## src/rtl/fir_frame_pkg.sv

```systemverilog
// Shared definitions for the FIR frame controller: command codes, status bits,
// FSM states and the frame byte-offset helper.
package fir_frame_pkg;

    localparam logic [7:0] CMD_PROCESS = 8'h01;
    localparam logic [7:0] CMD_ECHO    = 8'h02;
    localparam logic [7:0] CMD_STATUS  = 8'h03;

    localparam int unsigned STAT_VALID   = 7;
    localparam int unsigned STAT_OVERRUN = 6;
    localparam int unsigned STAT_BADCMD  = 5;
    localparam int unsigned STAT_TIMEOUT = 4;

    typedef enum logic [2:0] {
        IDLE,
        DECODE,
        START,
        WAIT,
        RESPOND
    } frameState_t;

    // Byte offset of sample k within a frame (command and tag occupy bytes 0 and 1).
    function automatic int unsigned sampleOffset(input int unsigned k, input int unsigned sampleBytes);
        return 2 + k * sampleBytes;
    endfunction

endpackage

```

## src/rtl/fir_frame_controller.sv

```systemverilog
// Decodes command frames from the SPI slave, sequences the FIR core handshake
// with a timeout, and assembles the response frame for the next SPI exchange.
module fir_frame_controller
    import fir_frame_pkg::*;
#(
    parameter int unsigned PACKET_BYTES   = 8,
    parameter int unsigned SAMPLES_NUM    = 2,
    parameter int unsigned SAMPLE_WIDTH   = 16,
    parameter int unsigned TIMEOUT_CYCLES = 1024
) (
    input  logic                            clkIn,
    input  logic                            resetIn,
    input  logic                            rxValidIn,
    input  logic [PACKET_BYTES*8-1:0]       rxFrameIn,
    output logic [PACKET_BYTES*8-1:0]       txFrameOut,
    output logic                            frameReadyOut,
    output logic                            firStartOut,
    output logic [SAMPLE_WIDTH*SAMPLES_NUM-1:0] firDataOut,
    input  logic                            firDoneIn,
    input  logic [SAMPLE_WIDTH*SAMPLES_NUM-1:0] firDataIn,
    output logic                            busyOut,
    output logic [7:0]                      overrunCountOut
);

    localparam int unsigned FRAME_W      = PACKET_BYTES * 8;
    localparam int unsigned DATA_W       = SAMPLE_WIDTH * SAMPLES_NUM;
    localparam int unsigned SAMPLE_BYTES = SAMPLE_WIDTH / 8;
    localparam int          TRAIL_BYTES  = int'(PACKET_BYTES) - 2 - int'(SAMPLES_NUM * SAMPLE_BYTES);
    localparam int unsigned CNT_W        = (TIMEOUT_CYCLES > 1) ? $clog2(TIMEOUT_CYCLES) : 1;

    frameState_t        state, nextState;
    logic [7:0]         cmdReg, tagReg;
    logic [CNT_W-1:0]   timeoutCnt;
    logic               overrunFlag;
    logic               overrunEvent;
    logic               badCmd;
    logic               timedOut;
    logic [7:0]         respStatus;
    logic [DATA_W-1:0]  rxSamples;
    logic [DATA_W-1:0]  respSamples;
    logic [FRAME_W-17:0] txBody;

    for (genvar k = 0; k < SAMPLES_NUM; k++) begin : gSample
        localparam int unsigned OFF = sampleOffset(k, SAMPLE_BYTES);
        assign rxSamples[(SAMPLES_NUM-k)*SAMPLE_WIDTH-1 -: SAMPLE_WIDTH] =
            rxFrameIn[(PACKET_BYTES-OFF)*8-1 -: SAMPLE_WIDTH];
        assign txBody[(PACKET_BYTES-OFF)*8-1 -: SAMPLE_WIDTH] =
            respSamples[(SAMPLES_NUM-k)*SAMPLE_WIDTH-1 -: SAMPLE_WIDTH];
    end

    if (TRAIL_BYTES > 0) begin : gTrail
        logic unusedTrail;
        assign unusedTrail = ^rxFrameIn[TRAIL_BYTES*8-1:0];
        assign txBody[TRAIL_BYTES*8-1:0] = '0;
    end

    assign busyOut      = (state != IDLE);
    assign overrunEvent = rxValidIn && (state != IDLE);
    assign badCmd       = (cmdReg != CMD_PROCESS) && (cmdReg != CMD_ECHO) && (cmdReg != CMD_STATUS);
    // Leaving WAIT without done can only mean the timeout fired.
    assign timedOut     = (state == WAIT) && !firDoneIn;

    always_comb begin
        nextState = state;
        unique case (state)
            IDLE:    if (rxValidIn) nextState = DECODE;
            DECODE:  nextState = (cmdReg == CMD_PROCESS) ? START : RESPOND;
            START:   nextState = WAIT;
            WAIT:    if (firDoneIn || timeoutCnt == CNT_W'(TIMEOUT_CYCLES - 1)) nextState = RESPOND;
            RESPOND: nextState = IDLE;
            default: nextState = IDLE;
        endcase
    end

    always_comb begin
        respSamples = '0;
        if (state == WAIT) begin
            if (firDoneIn) respSamples = firDataIn;
        end else if (cmdReg == CMD_ECHO) begin
            respSamples = firDataOut;
        end else begin
            respSamples[DATA_W-1 -: 8] = overrunCountOut;
        end

        respStatus               = '0;
        respStatus[STAT_VALID]   = 1'b1;
        respStatus[STAT_OVERRUN] = overrunFlag || overrunEvent;
        respStatus[STAT_BADCMD]  = badCmd;
        respStatus[STAT_TIMEOUT] = timedOut;
        respStatus[1:0]          = cmdReg[1:0];
    end

    always_ff @(posedge clkIn) begin
        if (resetIn) begin
            state           <= IDLE;
            cmdReg          <= '0;
            tagReg          <= '0;
            timeoutCnt      <= '0;
            overrunFlag     <= 1'b0;
            overrunCountOut <= '0;
            txFrameOut      <= '0;
            frameReadyOut   <= 1'b0;
            firStartOut     <= 1'b0;
            firDataOut      <= '0;
        end else begin
            state         <= nextState;
            firStartOut   <= (nextState == START);
            frameReadyOut <= (nextState == RESPOND);

            if (state == IDLE && rxValidIn) begin
                cmdReg     <= rxFrameIn[FRAME_W-1 -: 8];
                tagReg     <= rxFrameIn[FRAME_W-9 -: 8];
                firDataOut <= rxSamples;
            end

            if (state == START)
                timeoutCnt <= '0;
            else if (state == WAIT)
                timeoutCnt <= timeoutCnt + CNT_W'(1);

            // The response is registered on entry so it lines up with frameReadyOut.
            if (nextState == RESPOND && state != RESPOND)
                txFrameOut <= {respStatus, tagReg, txBody};

            // A drop on the RESPOND cycle must survive the clear and show up next time.
            if (state == RESPOND)
                overrunFlag <= 1'b0;
            if (overrunEvent) begin
                overrunFlag <= 1'b1;
                if (overrunCountOut != 8'hFF)
                    overrunCountOut <= overrunCountOut + 8'd1;
            end
        end
    end

endmodule

```

## config.mk

```make
export PLATFORM = sky130hd
export DESIGN_NAME = fir_frame_controller
export DESIGN_NICKNAME = d
export VERILOG_FILES = /design/src/rtl/fir_frame_pkg.sv /design/src/rtl/fir_frame_controller.sv
export SDC_FILE = /design/constraint.sdc
export NUM_CORES = 1
export LEC_CHECK = 0
export ABC_AREA = 1
export ABC_CLOCK_PERIOD_IN_PS = 4000
export BUFFER_PORTS_ARGS = -buffer_cell sky130_fd_sc_hd__buf_2
export CORE_MARGIN = 1
export CORE_UTILIZATION = 53
export CTS_CLUSTER_DIAMETER = 80
export DETAILED_ROUTE_END_ITERATION = 12
export PLACE_DENSITY_LB_ADDON = 0.25
export SYNTH_ARGS = -nofsm -noshare
export SYNTH_HDL_FRONTEND = slang
export SYNTH_SLANG_ARGS = --single-unit
```

## constraint.sdc

```tcl
create_clock -name clkIn -period 4 [get_ports clkIn]
set_input_delay 0.2 -clock clkIn [delete_from_list [all_inputs] [get_ports clkIn]]
set_output_delay 0.2 -clock clkIn [all_outputs]
set_load 0.02 [all_outputs]
```

==> metrics.txt <==
# TYPE chip_impl_metric gauge
chip_impl_metric{name="number_of_antenna_violations_at_the_first_check_in_global_routing",unit=""} 0
chip_impl_metric{name="post_cts.resized_instances",unit=""} 0
chip_impl_metric{name="dr.first_iter.drc_count",unit=""} 328
chip_impl_metric{name="area.sequential",unit="sq um"} 2360
chip_impl_info{name="capture_instance_of_the_worst_register_to_register_path",value="txFrameOut[30]"} 1
chip_impl_metric{name="worstPathRequired",unit="ns"} 4.44
chip_impl_metric{name="design.portCount",unit=""} 207
chip_impl_info{name="synth.most_common_cell",value="nor2_1"} 1
chip_impl_metric{name="synthArstFlopShare",unit="%"} 0
chip_impl_metric{name="floorplan.rows",unit=""} 36
chip_impl_metric{name="grt.total_usage",unit="%"} 28.2
chip_impl_metric{name="areaGrowthSynthToFinish",unit="%"} 33.3
chip_impl_metric{name="power.leakage",unit="nW"} 3.77
chip_impl_metric{name="netlist-cell-type-count",unit=""} 32
chip_impl_metric{name="finalWirelength",unit="um"} 15200
chip_impl_metric{name="viasPerCell",unit=""} 4.94
chip_impl_metric{name="ys_ff_latch",unit=""} 118
chip_impl_info{name="min_path_type",value="in -> reg"} 1
chip_impl_metric{name="yosysTopAreaCellShare",unit="%"} 42.7
chip_impl_info{name="grt_setup_unrepaired",value="no"} 1
chip_impl_metric{name="synth_edf_count",unit=""} 0
chip_impl_metric{name="crit_path_max_fanout",unit=""} 25
chip_impl_metric{name="vdd_ir_drop_max",unit="mV"} 0.254
chip_impl_info{name="critical_path.startpoint",value="state[1]"} 1
chip_impl_metric{name="multi_input_comb_area",unit="sq um"} 2550
chip_impl_info{name="cell_chosen_for_the_clock_root",value="clkbuf_8"} 1
chip_impl_metric{name="timing.max_slew.rel_slack",unit="%"} 30.5
chip_impl_metric{name="layout.nets",unit=""} 1134
chip_impl_metric{name="clock_insertion_delay_worst_skew",unit="ns"} 0.50
chip_impl_metric{name="final_cells",unit=""} 1176
chip_impl_metric{name="fp.coreArea",unit="sq um"} 9950
chip_impl_info{name="yosys-top-cells-count",value="187 x nor2_1, 167 x nand2_1, 118 x dfxtp_1"} 1
chip_impl_metric{name="fp.dieW",unit="um"} 104
chip_impl_metric{name="ff2ff_path_depth",unit=""} 8
chip_impl_metric{name="worst_pin_slew",unit="ns"} 1.04
chip_impl_metric{name="synth_area",unit="sq um"} 5540
chip_impl_metric{name="design_power_total",unit="W"} 0.00333
chip_impl_metric{name="timing.clock.skew",unit="ns"} 0.0100
chip_impl_info{name="cts_tree",value="yes"} 1
chip_impl_metric{name="totalNegativeSetupSlack",unit="ns"} 0
chip_impl_info{name="timing.rr.start",value="state[1]"} 1
chip_impl_metric{name="die_height",unit="um"} 104
chip_impl_metric{name="via_count",unit=""} 5805
chip_impl_info{name="timing.critical_path.cells",value="nand3_2 -> buf_4 -> nor2_2 -> buf_4 -> nand2_1 -> o21ai_0 -> nor2_1 -> nor2_1"} 1
chip_impl_info{name="synth_top_flop_cell",value="dfxtp_1"} 1
chip_impl_metric{name="largest_stage_delay_on_the_critical_path",unit="ns"} 0.47
chip_impl_info{name="status",value="finished, final reports clean"} 1
chip_impl_metric{name="remaining_drc_errors",unit=""} 0
chip_impl_metric{name="initial_utilization",unit="%"} 55.6
chip_impl_metric{name="place_inst",unit=""} 1094
chip_impl_metric{name="placer_congestion",unit=""} 0.823
chip_impl_metric{name="synthesis.area_per_instance",unit="sq um"} 6.68
chip_impl_metric{name="grt_max_degree",unit=""} 61
chip_impl_metric{name="port-buffer-count",unit=""} 172
chip_impl_metric{name="met2WireLength",unit="um"} 7450
chip_impl_metric{name="grt_first_pass_wirelength",unit="um"} 24800
chip_impl_metric{name="period_needed",unit="ns"} 2.36
chip_impl_metric{name="r2r_setup_slack",unit="ns"} 1.64
chip_impl_info{name="crit_path_start_kind",value="flip-flop"} 1
chip_impl_metric{name="netlist_instances",unit=""} 829
chip_impl_metric{name="ctsLongestPathBuffers",unit=""} 2
chip_impl_metric{name="fmax",unit="MHz"} 424
chip_impl_metric{name="drt-pass1-iter-count",unit=""} 5
chip_impl_metric{name="holdWs",unit="ns"} 0.0192
chip_impl_metric{name="met1Wirelength",unit="um"} 6560
chip_impl_info{name="endpoint_kind",value="flip-flop"} 1
chip_impl_metric{name="routedWlPerCell",unit="um"} 12.9
chip_impl_metric{name="htree_levels",unit=""} 4
chip_impl_info{name="cp-endpoint",value="txFrameOut[30]"} 1
chip_impl_metric{name="cts.hold.buffers_added",unit=""} 52
chip_impl_info{name="critical-path-slowest-cell",value="nor2_2"} 1
chip_impl_metric{name="clkSlewWorstSetupHoldPaths",unit="ns"} 0.06
chip_impl_metric{name="yosysWarnings",unit=""} 0
chip_impl_metric{name="timing_hold_violations_final",unit=""} 0
chip_impl_metric{name="setup_viol",unit=""} 0
chip_impl_metric{name="crit_arrival",unit="ns"} 2.80
chip_impl_info{name="routed.top_layer",value="met4"} 1
chip_impl_metric{name="final_period_utilization",unit="%"} 59.0
chip_impl_info{name="netlist.top_cell.by_area",value="dfxtp_1"} 1
chip_impl_metric{name="globalRoute.totalOverflow",unit=""} 0
chip_impl_metric{name="post_route_cells_drive_above_1_share",unit="%"} 22.2
chip_impl_metric{name="place_hpwl",unit="um"} 9060
chip_impl_metric{name="area_of_the_die",unit="sq um"} 10900
chip_impl_metric{name="final.fill_count",unit=""} 826
chip_impl_info{name="yosys-top-cells-area",value="dfxtp_1 43%, nor2_1 13%, nand2_1 11%, nand3_1 6.3%, o21ai_0 5.2%"} 1
chip_impl_metric{name="first_global_vias",unit=""} 5341
chip_impl_metric{name="number_of_max_cap_violations",unit=""} 0
chip_impl_metric{name="cellPowerDensity",unit="nW/um^2"} 451
chip_impl_metric{name="postLayoutCoreUtil",unit="%"} 74.1
chip_impl_info{name="critical_path_class",value="reg -> reg"} 1
chip_impl_metric{name="number_of_slew_limit_violations_in_the_final_report",unit=""} 0
chip_impl_metric{name="ant_nets",unit=""} 0
chip_impl_metric{name="dr_wl_met3",unit="um"} 857
chip_impl_metric{name="clock_sink_count",unit=""} 118
chip_impl_metric{name="cts_inserted_buffers",unit=""} 17
chip_impl_metric{name="num_antenna_cells",unit=""} 0
chip_impl_metric{name="cts.repair_timing.setup_buffer_count",unit=""} 0
chip_impl_metric{name="synth_sequential_area_ratio",unit="%"} 42.7
area by class of cell:
| class | count | share of cell area (%) |
|---|---|---|
| flip-flops and latches | 118 | 32.0 |
| well taps | 133 | 2.25 |
| clock inverters | 10 | 1.42 |
| repair buffers | 229 | 19.2 |
| inverters | 86 | 4.37 |
| clock buffers | 20 | 6.17 |
| multi-input cells | 580 | 34.5 |
placed cells by master, fill, tap and decap left out, drive strengths merged:
master	n
a21oi	26
bufinv	2
inv	85
o21ai	78
nand2	170
nand3	72
or2	1
nor3	4
xor2	7
nor2	195
a31o	1
dlygate4sd3	52
conb	18
dfxtp	118
nand4	4
o211ai	1
clkbuf	20
clkinv	7
a311oi	1
ha	2
clkinvlp	2
buf	177
cells by family after synthesis:
| group | after synthesis | share of synthesized area (%) |
|---|---|---|
| buffers and inverters | 148 | 12.6 |
| XOR/XNOR | 7 | 1.11 |
| AND/OR/NAND/NOR | 446 | 33.2 |
| adder cells (fa/ha/maj) | 2 | 0.452 |
| flip-flops | 118 | 42.7 |
| other | 1 | 0.0677 |
| AO/OA/AOI/OAI | 107 | 9.92 |
layer usage:
| metal | GRT usage (%) | vias to the layer above |
|---|---|---|
| li1 | - | 2962 |
| met1 | 33.7 | 2600 |
| met2 | 49.1 | 214 |
| met3 | 5.70 | 29 |
| met4 | 11.8 | 0 |
| met5 | 0 | - |
power breakdown:
| group | switching (W) | leakage (nW) | internal, W | total [W] |
|---|---|---|---|---|
| clock | 0.000512 | 0.278 | 0.000920 | 0.00143 |
| combinational | 0.000367 | 2.52 | 0.000211 | 0.000578 |
| sequential | 0.0000515 | 0.969 | 0.00127 | 0.00132 |
| total | 0.000931 | 3.77 | 0.00240 | 0.00333 |
metrics by stage:
step                setup slack, ns  area [sq um]
floorplan                      2.49          5600
global placement               1.66          6300
detailed placement             1.67          6300
CTS                            1.63          7380
global route                   1.39          7380
finish                         1.64          7380
worst min-delay path by stage:
stage / from / end / cells past startpoint
floorplan: rxFrameIn[63] / cmdReg[7] / 2
global placement: rxFrameIn[34] / firDataOut[18] / 3
detailed placement: rxFrameIn[16] / firDataOut[0] / 3
CTS: firDataIn[31] / txFrameOut[47] / 5
global route: resetIn / frameReadyOut / 2
finish: firDataIn[11] / txFrameOut[27] / 5
flip-flops by register name, indices dropped and copies added, names as in the netlist:
| signal | cells |
|---|---|
| cmdReg | 8 |
| frameReadyOut | 1 |
| firDataOut | 32 |
| overrunFlag | 1 |
| overrunCountOut | 8 |
| state | 3 |
| txFrameOut | 46 |
| firStartOut | 1 |
| timeoutCnt | 10 |
| tagReg | 8 |
worst max-delay path: cells and delay by family, from the launching register on:
kind            cells  cell delay [ns]
buf+inv             2             0.72
compound gates      1             0.10
simple gates        5             1.05
flops               1             0.42
(Power assumes the default switching activity.)
